### config.mk
export PLATFORM = sky130hd
export DESIGN_NAME = univ_shift_reg
export DESIGN_NICKNAME = d
export VERILOG_FILES = /design/src/rtl/univ_shift_reg_pkg.sv /design/src/rtl/univ_shift_reg_step.sv /design/src/rtl/univ_shift_reg.sv
export SDC_FILE = /design/constraint.sdc
export NUM_CORES = 1
export LEC_CHECK = 0
export CELL_PAD_IN_SITES_DETAIL_PLACEMENT = 1
export CELL_PAD_IN_SITES_GLOBAL_PLACEMENT = 1
export CORE_AREA = 5 5 55 93
export CTS_CLUSTER_DIAMETER = 120
export DETAILED_ROUTE_END_ITERATION = 16
export DIE_AREA = 0 0 60 98
export PLACE_DENSITY = 0.84
export RECOVER_POWER = 100
export SLEW_MARGIN = 30
export SYNTH_ARGS = -nofsm -noshare
export SYNTH_HDL_FRONTEND = slang
export SYNTH_HIERARCHICAL = 1
export SYNTH_SLANG_ARGS = --single-unit
### constraint.sdc
create_clock -name i_clk -period 2.5 [get_ports i_clk]
set_input_delay 0.25 -clock i_clk [delete_from_list [all_inputs] [get_ports i_clk]]
set_output_delay 0.25 -clock i_clk [all_outputs]
set_load 0.005 [all_outputs]
### src/rtl/univ_shift_reg_pkg.sv
// rtl/univ_shift_reg_pkg.sv - shared mode codes and FSM state encoding for univ_shift_reg
package univ_shift_reg_pkg;

  localparam logic [2:0] MODE_HOLD = 3'b000;
  localparam logic [2:0] MODE_LOAD = 3'b001;
  localparam logic [2:0] MODE_SHL  = 3'b010;
  localparam logic [2:0] MODE_SHR  = 3'b011;
  localparam logic [2:0] MODE_ROL  = 3'b100;
  localparam logic [2:0] MODE_ROR  = 3'b101;
  localparam logic [2:0] MODE_ASR  = 3'b110;
  localparam logic [2:0] MODE_RSVD = 3'b111;

  typedef enum logic {
    ST_IDLE = 1'b0,
    ST_RUN  = 1'b1
  } state_t;

  // Only the shift/rotate family can be run as a multi-step burst
  function automatic logic is_burst_op(input logic [2:0] mode);
    return (mode >= MODE_SHL) && (mode <= MODE_ASR);
  endfunction

endpackage

### src/rtl/univ_shift_reg_step.sv
// rtl/univ_shift_reg_step.sv - combinational one-step next-value function (univ_shift_step)
module univ_shift_step
  import univ_shift_reg_pkg::*;
#(
  parameter int P_WIDTH = 8
) (
  input  logic [2:0]         op,
  input  logic [P_WIDTH-1:0] q,
  input  logic [P_WIDTH-1:0] d,
  input  logic               sin_l,
  input  logic               sin_r,
  output logic [P_WIDTH-1:0] q_next,
  output logic               sout_next,
  output logic               sout_upd
);

  // Next register value and departing bit for a single application of op
  always_comb begin
    q_next    = q;
    sout_next = 1'b0;
    sout_upd  = 1'b0;
    case (op)
      MODE_LOAD: q_next = d;
      MODE_SHL: begin
        q_next    = {q[P_WIDTH-2:0], sin_l};
        sout_next = q[P_WIDTH-1];
        sout_upd  = 1'b1;
      end
      MODE_SHR: begin
        q_next    = {sin_r, q[P_WIDTH-1:1]};
        sout_next = q[0];
        sout_upd  = 1'b1;
      end
      MODE_ROL: begin
        q_next    = {q[P_WIDTH-2:0], q[P_WIDTH-1]};
        sout_next = q[P_WIDTH-1];
        sout_upd  = 1'b1;
      end
      MODE_ROR: begin
        q_next    = {q[0], q[P_WIDTH-1:1]};
        sout_next = q[0];
        sout_upd  = 1'b1;
      end
      MODE_ASR: begin
        q_next    = {q[P_WIDTH-1], q[P_WIDTH-1:1]};
        sout_next = q[0];
        sout_upd  = 1'b1;
      end
      default: q_next = q;
    endcase
  end

endmodule

### src/rtl/univ_shift_reg.sv
// rtl/univ_shift_reg.sv - universal shift register with single-step and counted burst modes
module univ_shift_reg
  import univ_shift_reg_pkg::*;
#(
  parameter int P_WIDTH = 8,
  parameter int P_CNT_W = 4
) (
  input  logic               i_clk,
  input  logic               i_rst,
  input  logic               i_enable,
  input  logic [2:0]         i_mode,
  input  logic [P_WIDTH-1:0] i_d,
  input  logic               i_sin_l,
  input  logic               i_sin_r,
  input  logic               i_start,
  input  logic [P_CNT_W-1:0] i_count,
  output logic [P_WIDTH-1:0] o_q,
  output logic               o_sout,
  output logic               o_busy,
  output logic               o_done
);

  state_t             state;
  logic [2:0]         mode_l;
  logic [P_CNT_W-1:0] remaining;
  logic [2:0]         op_sel;
  logic [P_WIDTH-1:0] q_next;
  logic               sout_next;
  logic               sout_upd;
  logic               launch;

  // A burst always executes its latched op; idle cycles follow the live mode input
  always_comb begin
    op_sel = (state == ST_RUN) ? mode_l : i_mode;
    launch = i_start && is_burst_op(i_mode);
  end

  univ_shift_step #(
    .P_WIDTH(P_WIDTH)
  ) u_step (
    .op       (op_sel),
    .q        (o_q),
    .d        (i_d),
    .sin_l    (i_sin_l),
    .sin_r    (i_sin_r),
    .q_next   (q_next),
    .sout_next(sout_next),
    .sout_upd (sout_upd)
  );

  // Register, serial-out and burst control; done is a pulse so it always self-clears
  always_ff @(posedge i_clk) begin
    if (i_rst) begin
      state     <= ST_IDLE;
      mode_l    <= MODE_HOLD;
      remaining <= '0;
      o_q       <= '0;
      o_sout    <= 1'b0;
      o_busy    <= 1'b0;
      o_done    <= 1'b0;
    end else begin
      o_done <= 1'b0;
      if (i_enable) begin
        case (state)
          ST_IDLE: begin
            if (launch) begin
              if (i_count == '0) begin
                o_done <= 1'b1;
              end else begin
                state     <= ST_RUN;
                o_busy    <= 1'b1;
                mode_l    <= i_mode;
                remaining <= i_count;
              end
            end else begin
              o_q <= q_next;
              if (sout_upd) o_sout <= sout_next;
            end
          end
          ST_RUN: begin
            o_q       <= q_next;
            remaining <= remaining - P_CNT_W'(1);
            if (sout_upd) o_sout <= sout_next;
            if (remaining == P_CNT_W'(1)) begin
              state  <= ST_IDLE;
              o_busy <= 1'b0;
              o_done <= 1'b1;
            end
          end
          default: state <= ST_IDLE;
        endcase
      end
    end
  end

endmodule

==> results of run 1 <==
## worst max-delay path, cell delays in order (launching register included)
cell and delay, ns:
dfxtp_1 0.43, mux2_2 0.47, and2_4 0.21, a21oi_1 0.53, o221a_2 0.33, mux2i_1 0.08, nor2_1 0.09
## cells in the final DEF, fill, tap and decap left out, types with 2 or more instances in the layout
cell | synthesis | final
mux2_2 | 5 | 5
a2bb2oi_1 | 7 | 7
nand2b_1 | 2 | 2
dfxtp_1 | 19 | 19
nor3_1 | 2 | 2
nor4_1 | 2 | 2
nand3b_1 | 3 | 3
nand2_1 | 6 | 6
dlygate4sd3_1 | 0 | 12
mux2i_1 | 20 | 20
ha_1 | 2 | 2
nor2_1 | 22 | 22
clkdlybuf4s50_1 | 0 | 19
o41ai_1 | 2 | 2
o221a_2 | 6 | 6
clkbuf_8 | 1 | 3
a21oi_1 | 9 | 10
inv_1 | 4 | 4
o32ai_1 | 3 | 3
buf_4 | 0 | 5
nand3_1 | 2 | 2
## kinds of logic (layout without fill, tap and decap cells)
group / after synthesis / count (layout) / share of synthesized area, %
fa+ha+maj: 3 / 3 / 2.60
buf+inv: 14 / 45 / 6.54
xor+xnor: 1 / 1 / 0.627
simple gates: 49 / 49 / 21.0
flops: 19 / 19 / 27.2
mux: 25 / 25 / 18.4
compound gates: 39 / 39 / 23.7
## cells in the mapped netlist, drive strengths merged, types with 2 or more instances
cell	count	share of area (%)
nand3	2	0.72
a2bb2oi	7	4.4
nor4	4	3.3
mux2	5	4.0
o32ai	3	1.9
nand3b	3	1.6
nand2b	2	0.90
nor3	2	0.72
o221a	6	4.8
ha	2	1.8
clkbuf	4	2.1
dfxtp	19	27
nor4b	2	2.3
o21ai	2	0.99
a21oi	10	3.9
inv	4	1.1
buf	6	3.3
mux2i	20	14
o41ai	2	1.3
o31ai	2	2.1
nand2	6	1.6
nor2	22	5.9
## power by group
group | leakage, nW | switching, mW | total, mW | internal (mW)
logic | 0.540 | 0.136 | 0.297 | 0.161
clock network | 0.0255 | 0.106 | 0.217 | 0.111
registers | 0.155 | 0.0296 | 0.354 | 0.324
total | 0.721 | 0.272 | 0.868 | 0.596
## metal layers
| metal | track usage [%] | vias up | routed length, um |
|---|---|---|---|
| li1 | - | 630 | - |
| met1 | 14.4 | 617 | 1480 |
| met2 | 25.8 | 24 | 2180 |
| met3 | 1.72 | 6 | 100 |
| met4 | 5.97 | 0 | 78 |
| met5 | 0 | - | 0 |
## flip-flops by register name, indices dropped and copies added (netlist names)
name,count
mode_l,3
o_busy,1
remaining,4
o_q,8
o_done,1
state,1
o_sout,1
## through the flow
step | std cells | cell area (sq um) | setup WS (ns) | hold WS, ns
after floorplan | 150 | 1400 | 0.111 | 0.397
after global placement | 228 | 1740 | 0.312 | 0.467
after detailed placement | 228 | 1740 | 0.265 | 0.492
after CTS | 232 | 1790 | 0.487 | 0.503
after global routing | 232 | 1770 | 0.196 | 0.537
final | 232 | 1770 | 0.295 | 0.499
## path summary, 6_finish.rpt
kind,startpoint,end,slack [ns],cells after the start
hold / removal,o_busy$_SDFFE_PP0P_,o_busy$_SDFFE_PP0P_,0.50,2
setup / recovery,state$_SDFFE_PP0P_,o_q[2]$_SDFFE_PP0P_,0.29,6
setup reg to reg,state$_SDFFE_PP0P_,o_q[2]$_SDFFE_PP0P_,0.29,6
hold reg to reg,o_busy$_SDFFE_PP0P_,o_busy$_SDFFE_PP0P_,0.50,2
## cell type report
class | count | area, sq um
Clock inverter | 1 | 5.00
Tap cell | 51 | 63.8
Fill cell | 528 | 2550
Timing Repair Buffer | 37 | 352
Multi-Input combinational cell | 117 | 917
Sequential cell | 19 | 380
Clock buffer | 3 | 41.3
Inverter | 4 | 15.0
==> key figures, run 1 <==
Floorplan
  – Placeable Area: between 4000 and 5000 sq um
  – Initial Utilization: around a third
  – Row Count: 32
  – Boundary Pins: 32
  – DIE AREA: just under 6000 sq um
  – Die height: approximately 98 um
  – Chip width: about 60 um

Global route
  – Total congestion overflow: 0
  – Vias in the first global route: about 1,400
  – Total global-route track usage: ~14%
  – Global-route wire length before repair: 6.29 mm
  – Largest net degree at the start of global routing: 19
  – Initial antenna violation count: 0

Setup path
  – Crit path capture type: flip-flop
  – Crit-path max FO: 12
  – Worst setup SP type: flip-flop
  – Critical path class: flip-flop to flip-flop
  – Critical Path RT: 2.70 ns
  – Critical path arrival: 2.40 ns

Detailed routing
  – Vias per cell: around 5.5
  – Drt total wl: 3.84 mm
  – Post-DRT Antenna Nets: 0
  – Vias post-DR: roughly 1,300
  – TritonRoute pass-1 iters: 4
  – Drt drc: 0
  – Avg WL per Cell: approximately 17 um
  – Starting DRT DRC Count: 22

STA
  – Slew Viols, Final: 0
  – Least-Margin Pin Slew: between 0.6 and 0.7 ns
  – Final Hold Violating Endpoints: 0
  – Worst slew margin: 57.0%
  – Worst clock skew: around 0.0022 ns
  – Final setup fails: 0
  – Unrepaired setup endpoints after global routing: no
  – Period minus WS final: between 2 and 2.5 ns
  – Fmax: 0.453 GHz
  – Final Cycle Share: between 80% and 90%
  – Final TNS setup: 0 ns

Worst hold path
  – Hold WC Path Type: flip-flop to flip-flop

Status
  – Outcome: complete, no violations

Final layout
  – Synthesis-to-layout area growth: 27.1%
  – Final Net Count: 205
  – Layout cells sized above 1: between 15 and 20%
  – Fin util: ~41%
  – Diodes inserted: 0

Yosys
  – Prevailing post-synth register cell: dfxtp_1
  – Mapped Nets: around 170
  – Post-synth EDFFs: 0
  – Seq/Total Area, Yosys: 27.2%
  – Synth warnings: 6
  – Post-synth ARST share: 0%
  – Post-synth cell types: 48
  – Syn_area_per_cell: a little over 9 sq um
  – Number of synthesized register bits: 19
  – Synthesized instance count: 150
  – Synthesized cell area: 1400 sq um

Clock tree
  – Root buf cell: clkbuf_8
  – Num CTS Buffers: 3
  – CTS tree: done
  – Post-CTS sizing: 0
  – Clock transition at path regs: around 0.07 ns
  – Cts hold-fix bufs: 0
  – Worst-skew pair later-pin latency: 0.26 ns
  – CTS H-tree depth: 1
  – Clk sink count: 19
  – Post-CTS Setup Bufs: 0
  – CTS Buffer Depth: 2

Place
  – Dpl hpwl: roughly 2.9 mm
  – GP Congestion: ~0.77
  – IO buf count: 31

Power and ir drop
  – Max IR drop VDD: around 240 uV
  – Leakage: 0.721 nW
  – Power Dens Cells: 489 nW/um^2
  – Power, Total: around 870 uW

Job
  – Max Cap Viol: 0
(Power assumes the default switching activity.)
==> inputs of run 2 (changes only) <==
Settings changed: CORE_AREA 5 5 55 93 to 5 5 51 87, DIE_AREA 0 0 60 98 to 0 0 56 92, PLACE_DENSITY 0.84 to 0.91, SKIP_CTS_REPAIR_TIMING set to 1.
Clock period 2.5 ns to 2.8 ns, I/O delays scaled along.
==> run 2 against run 1 <==
  * Sequential power shrank 11%
  * Register-to-register slack gained 0.22 ns
  * Sequential share of layout area grew 0.54 points
  * Non-clock buffer count shrank 5
  * Cell count shrank 4.3%
  * Critical path depth grew 1
  * Hold slack lost 0.0072 ns
  * Wire length shrank 2.4%
  * Die area shrank 12%
  * Clock skew grew 0.0055 ns
  * Utilization grew 7.1 points
  * Global-route usage grew 1.4 points
  * Critical path type is now input port to flip-flop
  * Largest power group unchanged
==> key figures, run 2 (synthesized netlist as in run 1, its figures left out) <==
Final layout
  – Synthesis-to-layout area growth: 23.9%
  – Final Instance Area: ~1700 sq um
  – Number of flip-flops under the largest register name: 8
  – Final Net Count: 200
  – Commonest non-fill, non-tap cell in the layout: nor2_1
  – Layout cells sized above 1: 13.6%
  – Filler Cell Count: between 400 and 500
  – Top flop regs: o_q (8), remaining (4), mode_l (3)
  – Register with the most flip-flops: o_q
  – Most frequent cells in the layout: 22 x nor2_1, 20 x mux2i_1, 19 x dfxtp_1, 18 x clkdlybuf4s50_1, 13 x dlygate4sd3_1
  – Fin util: 48.2%
  – Diodes inserted: 0

STA
  – Final Cycle Share: between 80% and 90%
  – Period minus WS final: 2.34 ns
  – Worst slew margin: about half
  – Worst clock skew: 0.00776 ns
  – Final setup fails: 0
  – Least-Margin Pin Slew: 0.715 ns
  – Slew Viols, Final: 0
  – Fmax: around 0.43 GHz
  – Unrepaired setup endpoints after global routing: no
  – Final TNS setup: 0 ns
  – WHS: approximately 0.49 ns
  – Final Hold Violating Endpoints: 0

Job
  – Max Cap Viol: 0

Floorplan
  – Placeable Area: 3590 sq um
  – Row Count: 29
  – Boundary Pins: 32
  – Initial Utilization: 38.9%
  – Die height: between 90 and 100 um
  – Chip width: around 56 um
  – DIE AREA: ~5000 sq um

Clock tree
  – CTS tree: done
  – CTS Buffer Depth: 2
  – Clock transition at path regs: 0.07 ns
  – Num CTS Buffers: 3
  – Worst-skew pair later-pin latency: around 0.26 ns
  – Clk sink count: 19
  – Root buf cell: clkbuf_8
  – CTS H-tree depth: 1

Power and ir drop
  – Leakage: 0.699 nW
  – Max IR drop VDD: roughly 210 uV
  – NetSw: roughly 240 uW
  – Comb power frac: between 30% and 40%
  – Clock power frac: 25.1%
  – Cell Int Power: 528 uW
  – Share of total power in sequential cells: around two fifths
  – Power Dens Cells: between 400 and 500 nW/um^2
  – Sw Share: 30.9%

Setup path
  – CP endpoint: o_q[1]$_SDFFE_PP0P_
  – Worst reg2reg endpoint: o_q[1]$_SDFFE_PP0P_
  – Critical path arrival: roughly 2.5 ns
  – R2r setup slk: approximately 0.51 ns
  – Critical path class: input port to flip-flop
  – Crit path capture type: flip-flop
  – Worst Reg-to-Reg Cells: 6
  – Critical path origin: i_mode[1]
  – Critical Path RT: around 3.0 ns
  – RR Startpoint: state$_SDFFE_PP0P_
  – Crit-path max FO: 12
  – Worst setup SP type: input port

Global route
  – Initial antenna violation count: 0
  – Vias in the first global route: ~1,400
  – Total congestion overflow: 0
  – Total global-route track usage: ~15%
  – Global-route wire length before repair: about 6.5 mm
  – Largest net degree at the start of global routing: 22

Detailed routing
  – TritonRoute pass-1 iters: 4
  – Starting DRT DRC Count: 17
  – Avg WL per Cell: roughly 17 um
  – Drt total wl: 3.74 mm
  – Post-DRT Antenna Nets: 0
  – Vias per cell: a little under 6
  – Drt drc: 0
  – Vias post-DR: between 1,000 and 1,500

Place
  – GP Congestion: ~0.78
  – Placement Cell Area: between 1500 and 2000 sq um
  – Dpl hpwl: around 2.9 mm
  – IO buf count: 31

Worst hold path
  – Hold WC Path Type: flip-flop to flip-flop

Status
  – Outcome: complete, no violations
[run 2: metal layers]
layer | GRT usage (%) | wire length (um)
met1 | 15.4 | 1480
met2 | 29.2 | 2040
met3 | 3.09 | 141
met4 | 5.94 | 82
met5 | 0 | 0
[run 2: worst min path at each step]
| stage | from | endpoint | slack [ns] | cells past startpoint |
|---|---|---|---|---|
| finish | o_busy$_SDFFE_PP0P_ | o_busy$_SDFFE_PP0P_ | 0.49 | 2 |
| global route | o_sout$_SDFFE_PP0P_ | o_sout$_SDFFE_PP0P_ | 0.55 | 2 |
| CTS | o_busy$_SDFFE_PP0P_ | o_busy$_SDFFE_PP0P_ | 0.51 | 2 |
| detailed placement | o_busy$_SDFFE_PP0P_ | o_busy$_SDFFE_PP0P_ | 0.49 | 2 |
| global placement | mode_l[0]$_SDFFE_PP0P_ | mode_l[0]$_SDFFE_PP0P_ | 0.47 | 2 |
| floorplan | i_mode[0] | mode_l[0]$_SDFFE_PP0P_ | 0.43 | 2 |
[run 2: critical path: stages]
cell and delay [ns]:
clkdlybuf4s50_1 0.47, mux2_1 0.49, and2_4 0.26, a21oi_1 0.52, o221a_2 0.31, mux2i_1 0.07, nor2_1 0.11
[run 2: stage by stage]
step           std cells  power, mW  setup slack, ns
3_3_place_gp         218      0.574            0.583
3_5_place_dp         218      0.585            0.509
4_1_cts              222      0.782            0.760
2_1_floorplan        150      0.498            0.411
5_1_grt              222      0.816            0.342
6_report             222      0.764            0.464
[run 2: final cells by class]
| class | instances | area [sq um] | share of cell area, % |
|---|---|---|---|
| Clock buffer | 4 | 45.0 | 2.60 |
| Multi-Input combinational cell | 117 | 915 | 52.9 |
| Timing Repair Buffer | 32 | 318 | 18.4 |
| Tap cell | 46 | 57.6 | 3.33 |
| Sequential cell | 19 | 380 | 22.0 |
| Inverter | 4 | 15.0 | 0.868 |
[run 2: power groups by stage]
stage | combinational (mW) | sequential [mW] | clock, mW
detailed placement | 0.263 | 0.323 | 0
floorplan | 0.182 | 0.316 | 0
global route | 0.281 | 0.321 | 0.214
CTS | 0.265 | 0.317 | 0.200
finish | 0.256 | 0.316 | 0.192
global placement | 0.253 | 0.321 | 0
